--- src/rtl/bcd_rtc_pkg.sv ---
// Shared constants and BCD helpers for the BCD real-time clock.
package bcd_rtc_pkg;

    localparam logic [7:0] BCD_MAX_SEC = 8'h59;
    localparam logic [7:0] BCD_MAX_MIN = 8'h59;
    localparam logic [7:0] BCD_MAX_H24 = 8'h23;
    localparam logic [7:0] BCD_NOON    = 8'h12;

    // Both digits legal and value no greater than max (BCD order matches binary order).
    function automatic logic bcd_valid(input logic [7:0] v, input logic [7:0] max);
        return (v[7:4] <= 4'd9) && (v[3:0] <= 4'd9) && (v <= max);
    endfunction

    // Two-digit BCD increment that wraps to 00 after max.
    function automatic logic [7:0] bcd_inc(input logic [7:0] v, input logic [7:0] max);
        if (v == max)
            return 8'h00;
        else if (v[3:0] == 4'd9)
            return {v[7:4] + 4'd1, 4'd0};
        else
            return {v[7:4], v[3:0] + 4'd1};
    endfunction

    // 12-hour (01-12 plus PM flag) to 24-hour BCD; caller guarantees a valid hour.
    function automatic logic [7:0] h12_to_h24(input logic [7:0] h12, input logic pm);
        if (h12 == BCD_NOON)
            return pm ? BCD_NOON : 8'h00;
        else if (!pm)
            return h12;
        else if (h12[3:0] + 4'd2 > 4'd9)
            return {h12[7:4] + 4'd2, h12[3:0] - 4'd8};
        else
            return {h12[7:4] + 4'd1, h12[3:0] + 4'd2};
    endfunction

    // 24-hour BCD to the 12-hour display digits (00 shows as 12).
    function automatic logic [7:0] h24_to_h12(input logic [7:0] h24);
        if (h24 == 8'h00)
            return BCD_NOON;
        else if (h24 <= BCD_NOON)
            return h24;
        else if (h24[3:0] < 4'd2)
            return {h24[7:4] - 4'd2, h24[3:0] + 4'd8};
        else
            return {h24[7:4] - 4'd1, h24[3:0] - 4'd2};
    endfunction

endpackage

--- src/rtl/bcd_mod_counter.sv ---
// Two-digit BCD counter that wraps to 00 after MAX; carry_out flags the wrap.
module bcd_mod_counter
    import bcd_rtc_pkg::*;
#(
    parameter logic [7:0] MAX = 8'h59
) (
    input  logic       clk,
    input  logic       reset_n,
    input  logic       inc,
    input  logic       load,
    input  logic [7:0] load_val,
    output logic [7:0] value,
    output logic       carry_out
);

    assign carry_out = inc && (value == MAX);

    // Load wins over increment; reset wins over both.
    always_ff @(posedge clk) begin
        if (!reset_n)
            value <= 8'h00;
        else if (load)
            value <= load_val;
        else if (inc)
            value <= bcd_inc(value, MAX);
    end

endmodule

--- src/rtl/bcd_rtc_clock.sv ---
// BCD real-time clock with seconds prescaler, runtime 12/24-hour display and
// validated time load. Optional minute alarm enabled by defining BCD_RTC_ALARM_EN.
module bcd_rtc_clock
    import bcd_rtc_pkg::*;
#(
    parameter int CLK_DIV     = 1,
    parameter int DEFAULT_24H = 0
) (
    input  logic       clk,
    input  logic       reset_n,
    input  logic       ena,
    input  logic       mode_24h,
    input  logic       load,
    input  logic [7:0] load_hh,
    input  logic [7:0] load_mm,
    input  logic [7:0] load_ss,
    input  logic       load_pm,
`ifdef BCD_RTC_ALARM_EN
    input  logic       alarm_en,
    input  logic [7:0] alarm_hh,
    input  logic [7:0] alarm_mm,
    output logic       alarm_hit,
`endif
    output logic [7:0] hh,
    output logic [7:0] mm,
    output logic [7:0] ss,
    output logic       pm,
    output logic       tick,
    output logic       load_err
);

    localparam int PW = (CLK_DIV > 1) ? $clog2(CLK_DIV) : 1;
    localparam logic [PW-1:0] LAST = PW'(CLK_DIV - 1);

    if (CLK_DIV < 1 || DEFAULT_24H < 0 || DEFAULT_24H > 1) begin : g_bad_param
        $error("bcd_rtc_clock: CLK_DIV must be >= 1 and DEFAULT_24H 0 or 1");
    end

    logic [PW-1:0] pcnt;
    logic [7:0]    s_val, m_val, h_val;
    logic          s_carry, m_carry, h_carry;
    logic          hh_ok, load_valid, load_ok, advance, s_inc;
    logic [7:0]    load_h24;

    // Hour range depends on the display format the loader is using.
    assign hh_ok      = mode_24h ? bcd_valid(load_hh, BCD_MAX_H24)
                                 : (bcd_valid(load_hh, BCD_NOON) && (load_hh != 8'h00));
    assign load_valid = hh_ok && bcd_valid(load_mm, BCD_MAX_MIN) && bcd_valid(load_ss, BCD_MAX_SEC);
    assign load_h24   = mode_24h ? load_hh : h12_to_h24(load_hh, load_pm);
    assign load_ok    = load && load_valid;

    // A valid load suppresses the advance entirely; an invalid one does not.
    assign advance = ena && (pcnt == LAST);
    assign s_inc   = advance && !load_ok;

    // Prescaler: frozen by ena=0, restarted by a valid load.
    always_ff @(posedge clk) begin
        if (!reset_n)
            pcnt <= '0;
        else if (load_ok)
            pcnt <= '0;
        else if (ena)
            pcnt <= (pcnt == LAST) ? '0 : pcnt + 1'b1;
    end

    bcd_mod_counter #(.MAX(BCD_MAX_SEC)) u_sec (
        .clk(clk), .reset_n(reset_n), .inc(s_inc), .load(load_ok),
        .load_val(load_ss), .value(s_val), .carry_out(s_carry)
    );

    bcd_mod_counter #(.MAX(BCD_MAX_MIN)) u_min (
        .clk(clk), .reset_n(reset_n), .inc(s_carry), .load(load_ok),
        .load_val(load_mm), .value(m_val), .carry_out(m_carry)
    );

    bcd_mod_counter #(.MAX(BCD_MAX_H24)) u_hour (
        .clk(clk), .reset_n(reset_n), .inc(m_carry), .load(load_ok),
        .load_val(load_h24), .value(h_val), .carry_out(h_carry)
    );

    assign hh = mode_24h ? h_val : h24_to_h12(h_val);
    assign mm = m_val;
    assign ss = s_val;
    assign pm = (h_val >= BCD_NOON);

    // Status pulses line up with the cycle the new state is first visible.
    always_ff @(posedge clk) begin
        if (!reset_n) begin
            tick     <= 1'b0;
            load_err <= 1'b0;
        end else begin
            tick     <= s_inc;
            load_err <= load && !load_valid;
        end
    end

`ifdef BCD_RTC_ALARM_EN
    logic       alarm_match;
    logic [7:0] m_next, h_next;

    // Time the chain will show after this edge's minute rollover.
    assign m_next      = bcd_inc(m_val, BCD_MAX_MIN);
    assign h_next      = m_carry ? bcd_inc(h_val, BCD_MAX_H24) : h_val;
    assign alarm_match = s_carry && alarm_en && (m_next == alarm_mm) && (h_next == alarm_hh);

    // Fires only on a counted advance onto hh:mm:00, never on a load.
    always_ff @(posedge clk) begin
        if (!reset_n)
            alarm_hit <= 1'b0;
        else
            alarm_hit <= alarm_match;
    end
`else
    logic unused_carry;
    assign unused_carry = h_carry;
`endif

`ifdef BCD_RTC_ALARM_EN
    logic unused_carry_alarm;
    assign unused_carry_alarm = h_carry;
`endif

endmodule

--- config.mk ---
export PLATFORM = sky130hd
export DESIGN_NAME = bcd_rtc_clock
export DESIGN_NICKNAME = d
export VERILOG_FILES = /design/src/rtl/bcd_rtc_pkg.sv /design/src/rtl/bcd_mod_counter.sv /design/src/rtl/bcd_rtc_clock.sv
export SDC_FILE = /design/constraint.sdc
export NUM_CORES = 1
export LEC_CHECK = 0
export CAP_MARGIN = 25
export CORE_MARGIN = 2
export CORE_UTILIZATION = 46
export CTS_CLUSTER_SIZE = 10
export DETAILED_ROUTE_END_ITERATION = 6
export GPL_TIMING_DRIVEN = 0
export HOLD_SLACK_MARGIN = 0.12
export PLACE_DENSITY = 0.78
export SLEW_MARGIN = 20
export SYNTH_ARGS = -nofsm -noshare
export SYNTH_HDL_FRONTEND = slang
export SYNTH_SLANG_ARGS = --single-unit
--- constraint.sdc ---
create_clock -name clk -period 2.5 [get_ports clk]
set_input_delay 0.5 -clock clk [delete_from_list [all_inputs] [get_ports clk]]
set_output_delay 0.5 -clock clk [all_outputs]
set_load 0.02 [all_outputs]
---- Yosys cells after proc, flatten, opt, wreduce, memory -nomap -nowiden ----
Index checks and enable logic that the tools add are counted.
operators by class
  add/subtract/negate cells ............... 15
  magnitude comparators ................... 14
  equal/unequal tests ..................... 7
  multiplexer cells ....................... 23
  bitwise logic cells ..................... 2
  reductions and logical operators ........ 30
operators by type and width
  operator               number
  $mux W8                20
  $add A4 B1 Y4 const B  7
  $le A4 B4 Y1 const B   6
  $eq A8 B7 Y1 const B   2
  $le A8 B5 Y1 const B   2
  $le A8 B7 Y1 const B   2
  $logic_and A1 B1 Y1    16
  $eq A4 B4 Y1 const B   3
  $reduce_bool A3 Y1     3
  $add A4 B2 Y4 const B  2
  $eq A8 B5 Y1 const B   1
  $eq A8 B6 Y1 const B   1
  $ge A8 B5 Y1 const B   1
  $le A8 B6 Y1 const B   1
  $logic_not A8 Y1       1
  $reduce_bool A8 Y1     1
  $sub A4 B2 Y4 const B  2
  $reduce_and A2 Y1      3
  $reduce_bool A2 Y1     3
  $mux W5                1
  $add A4 B4 Y4 const B  1
  $gt A4 B4 Y1 const B   1
  $lt A4 B2 Y1 const B   1
  $sub A4 B1 Y4 const B  1
  other kinds (6)        9
storage, ports and cells
  register bits ........................... 27
  input port bits ......................... 30
  output and inout port bits .............. 27
  word-level logic and storage cells ...... 100

---- Longest topological paths before layout ----
  depth after elaboration ................. 14
  gate-level depth with buffers ........... 9
  gate-level depth less buffers ........... 8

---- Cells and area by module ----
From an unflattened synthesis, not the netlist that was laid out.
unflattened totals
  cells, all modules ...................... 315
  area, all modules ....................... 2482.4 um^2
by module, submodules not included
  module                        times used  cells an instance  area an instance (um^2)  sequential area each (um^2)
  bcd_mod_counter at u_min ...  2           59                 505.5                    160.2
  bcd_rtc_clock                 1           137                922.1                    40.0
  bcd_mod_counter at u_hour     1           60                 549.3                    160.2

---- Worst setup path before layout ----
OpenSTA, ideal clock, no wires.
  kind .................................... reg-to-output
  start point ............................. reg u_hour.value[5]
  end point ............................... out hh[2]
  data arrival time ....................... 2.034 ns
  required time ........................... 2.000 ns
  setup slack ............................. -0.034 ns
  cell stages (with the launch flop) ...... 8
  buffers on the path ..................... 0
  cells stage by stage .................... dfxtp_1 > inv_1 > ha_1 > o31a_1 > a2bb2oi_1 > nor3_1 > nor2_1 > o21ai_0
between the ends
  longest elaborated chain between the ends .. 4
  elaborated cells on any way between the ends .. 5
  those cells by class .................... 1 x order compare; 3 x mux; 1 x reduce/logical
ends and longest elaborated chain
  element                 RTL line               text
  start, declared         bcd_mod_counter.sv:12  output logic [7:0] value,
  start signal, assigned  bcd_mod_counter.sv:23  value <= load_val;
  start signal, assigned  bcd_mod_counter.sv:25  value <= bcd_inc(value, MAX);
  $le A8 B5 Y1            bcd_rtc_pkg.sv:40      else if (h24 <= BCD_NOON)
  $mux W8                 bcd_rtc_pkg.sv:40
  $mux W8 (*)             bcd_rtc_pkg.sv:38      if (h24 == 8'h00)
  $mux W8 (*)             bcd_rtc_clock.sv:81    assign hh = mode_24h ? h_val : h24_to_h12(h_val);
  end, declared           bcd_rtc_clock.sv:24    output logic [7:0] hh,
Every way passes the cells marked *; elsewhere a longest branch is shown, timed or not.

---- Worst setup path in the final report ----
  start point ............................. reg u_hour.value[5]
  end point ............................... out hh[4]
The elaborated chain is that of the path after synthesis.

==> impl_metrics.toml <==
[yosys]
synth_top_area_share_pct = 21.83
avgSynthCellArea_um2 = 7.547
synthesis.area_um2 = 2385
syn_nets = 369
synthArstFlopShare_pct = 0
synthFlopType = "dfxtp_1"
synth-seq-cells = 26
synth_edf_count = 0
ys_seq_area_share_pct = 21.83
ys_warn_count = 0
yosys.area.top_type = "dfxtp_1"
ys_types = 56
synth.top_cells.by_area = "dfxtp_1, ha_1, o211a_1"
syn_inst = 316

[global_route]
use_met3_pct = 1.896
antenna_found_initial = 0
grt_pass1_wl_um = 11620
met2_usage_pct = 41.34
grt_overflow_total = 0
grt_max_degree = 16
grt_busiest_layer = "met2"
grt_use_total_pct = 23.74
grt_pass1_vias = 2496
met1_usage_pct = 31.81

[power_and_ir_drop]
p_seq_share_pct = 43.4
p_clk_share_pct = 35.7
p_switching_w = 0.0002483
leakagePower_nw = 1.502
ir_drop_mv = 0.2116
combPwrFrac_pct = 20.9
power_density_nw_per_um2 = 283.6
p_sw_share_pct = 25.38
p_int_w = 0.0007298

[route]
vias = 2676
drt_iter0_markers = 191
firstDrtPassIters = 4
vias_per_cell = 5.767
drcViolationCount = 0
antenna_left = 0
wl_um = 7096
post_drt_wl_per_cell_um = 15.29

[clocking]
cts.sinks = 26
clk_latency_ns = 0.28
clk_pin_slew_worst_paths_ns = 0.10
htree_levels = 1
clockRootBuffer = "clkbuf_8"
numCtsBuffers = 3
clk_path_buf_depth = 2
cts_tree = "yes"
hold_buffers = 0

[worst_setup_path]
crit_chain = "inv_4 > ha_4 > o31a_1 > a2bb2oi_2 > nor3_4 > or2_4 > nor2b_4 > o31ai_4 > buf_6"
crit_path_end_kind = "output pin"
path_max_fanout = 4
critPathLaunchType = "register"
path_class = "reg -> out"
crit_path_top_delay_cell = "dfxtp_4"
arrival_ns = 1.98
slowest_delay_ns = 0.37
cp.required_ns = 2.00

[sta]
finalSetupViolCount = 0
slew_headroom_pct = 63.73
finClkSkew_ns = 0.01529
fin_crit_ns = 2.480
hold_viol_final = 0
hold_ws_ns = 0.5285
finalCritPeriodShare_pct = 99.20
tightest_slew_ns = 0.5440
fmax_mhz = 403.2
rsz0062_at_grt = "true"
fin_ws_ns = 0.02002
slew_violations = 0

[placed_design]
hpwl_um = 4832
gp_congestion = 0.8589
port_buffers = 54
dp_slack_ns = -0.8713

[layout]
syn_to_final_growth_pct = 44.60
drive_gt1_share_pct = 19.54
final_common_cell = "clkdlybuf4s50_1"
antenna_cells = 0
nFillCells = 434
final_util_pct = 68.39
nets = 448
layout_common_cells = "clkdlybuf4s50_1, nand2_1, buf_4, nor2_1, o21ai_0"

[floorplanning]
core_area_um2 = 5042
die_area_um2 = 5776
die_x_um = 76
die_y_um = 76
io-pin-count = 57
initial_core_util_pct = 47.30
num_rows = 26

[run_status]
outcome = "finished clean"

[job]
max-cap-violations = 0

[min_path]
worstHoldPathType = "reg -> reg"
## layout make-up
class	instances	area, µm²	share of cell area [%]
Buffer	13	76.32	2.213
Timing Repair Buffer	76	695.7	20.17
Sequential cell	26	538.0	15.60
Tap cell	70	87.58	2.540
Multi-Input combinational cell	262	1928	55.91
Clock inverter	1	30.03	0.8708
Inverter	13	51.30	1.488
Clock buffer	3	41.29	1.197
## cell usage after synthesis, types with 4 or more instances
cell type,number
nand4_1,5
nor2b_1,7
nand4b_1,5
inv_1,13
o211a_1,15
o21ai_0,24
nand3_1,11
dfxtp_1,26
ha_1,23
nor2_1,25
o31ai_1,4
clkbuf_1,14
nand2_1,39
o211ai_1,9
nor3b_1,4
and3_1,5
a21oi_1,13
nor3_1,14
nand2b_1,6
## repair_timing
action / in CTS / in global routing
resized for setup: 74 / 30
pin swaps: 8 / 10
setup buffers: 15 / 7
endpoints found under the setup margin: 33 / 31
## worst paths after layout
kind	start	to	slack, ns	depth (start not counted)
worst max-delay path	u_hour.value[5]$_SDFFE_PN0P_	hh[4]	0.02	9
worst max register to register	u_sec.value[0]$_SDFFE_PN0P_	u_hour.value[7]$_SDFFE_PN0P_	0.05	7
worst min-delay path	u_sec.value[7]$_SDFFE_PN0P_	u_sec.value[7]$_SDFFE_PN0P_	0.53	2
worst min register to register	u_sec.value[7]$_SDFFE_PN0P_	u_sec.value[7]$_SDFFE_PN0P_	0.53	2
## worst max-delay path, delay by kind of cell (launching register included)
family	cells	cell delay, ns
buffers and inverters	2	0.21
DFF	1	0.37
and+or+nand+nor	3	0.48
adders and majority gates	1	0.12
AOI/OAI and AO/OA	3	0.53
## per-layer routing
layer,vias to the layer above,part of all wire (%)
met2,73,51
li1,1336,-
met5,-,0
met3,7,3.2
met1,1260,45
met4,0,0.76
## power by group through the flow
stage / combinational, W / sequential, W / clock (W)
floorplan: 0.0000890 / 0.000440 / 0
global placement: 0.000186 / 0.000435 / 0
detailed placement: 0.000188 / 0.000435 / 0
CTS: 0.000196 / 0.000424 / 0.000351
global route: 0.000224 / 0.000425 / 0.000375
finish: 0.000204 / 0.000424 / 0.000350
## logic make-up (layout without fill, tap and decap cells)
group	after synthesis	count (layout)	synth area share, %
and+or+nand+nor	140	140	31.59
muxes	1	1	0.4722
AOI/OAI and AO/OA	94	94	28.02
adders and majority gates	23	23	12.07
buffers and inverters	28	106	4.565
xor gates and xnor gates	4	4	1.469
DFF	26	26	21.83
## flip-flops by register name, summed over array words and instances, names as in the netlist
register      flops
u_hour.value      8
load_err          1
tick              1
u_sec.value       8
u_min.value       8
## through the flow
step	power [W]	TNS (ns)	area [µm²]	cells
detailed placement	0.0006237	-22.97	3019	440
global route	0.001024	-0.1813	3448	464
finish	0.0009781	0	3448	464
CTS	0.0009715	-0.1118	3329	457
global placement	0.0006213	-21.33	3019	440
floorplan	0.0005295	-0.007506	2391	316
Note: power is estimated with default switching activity, not from simulation.
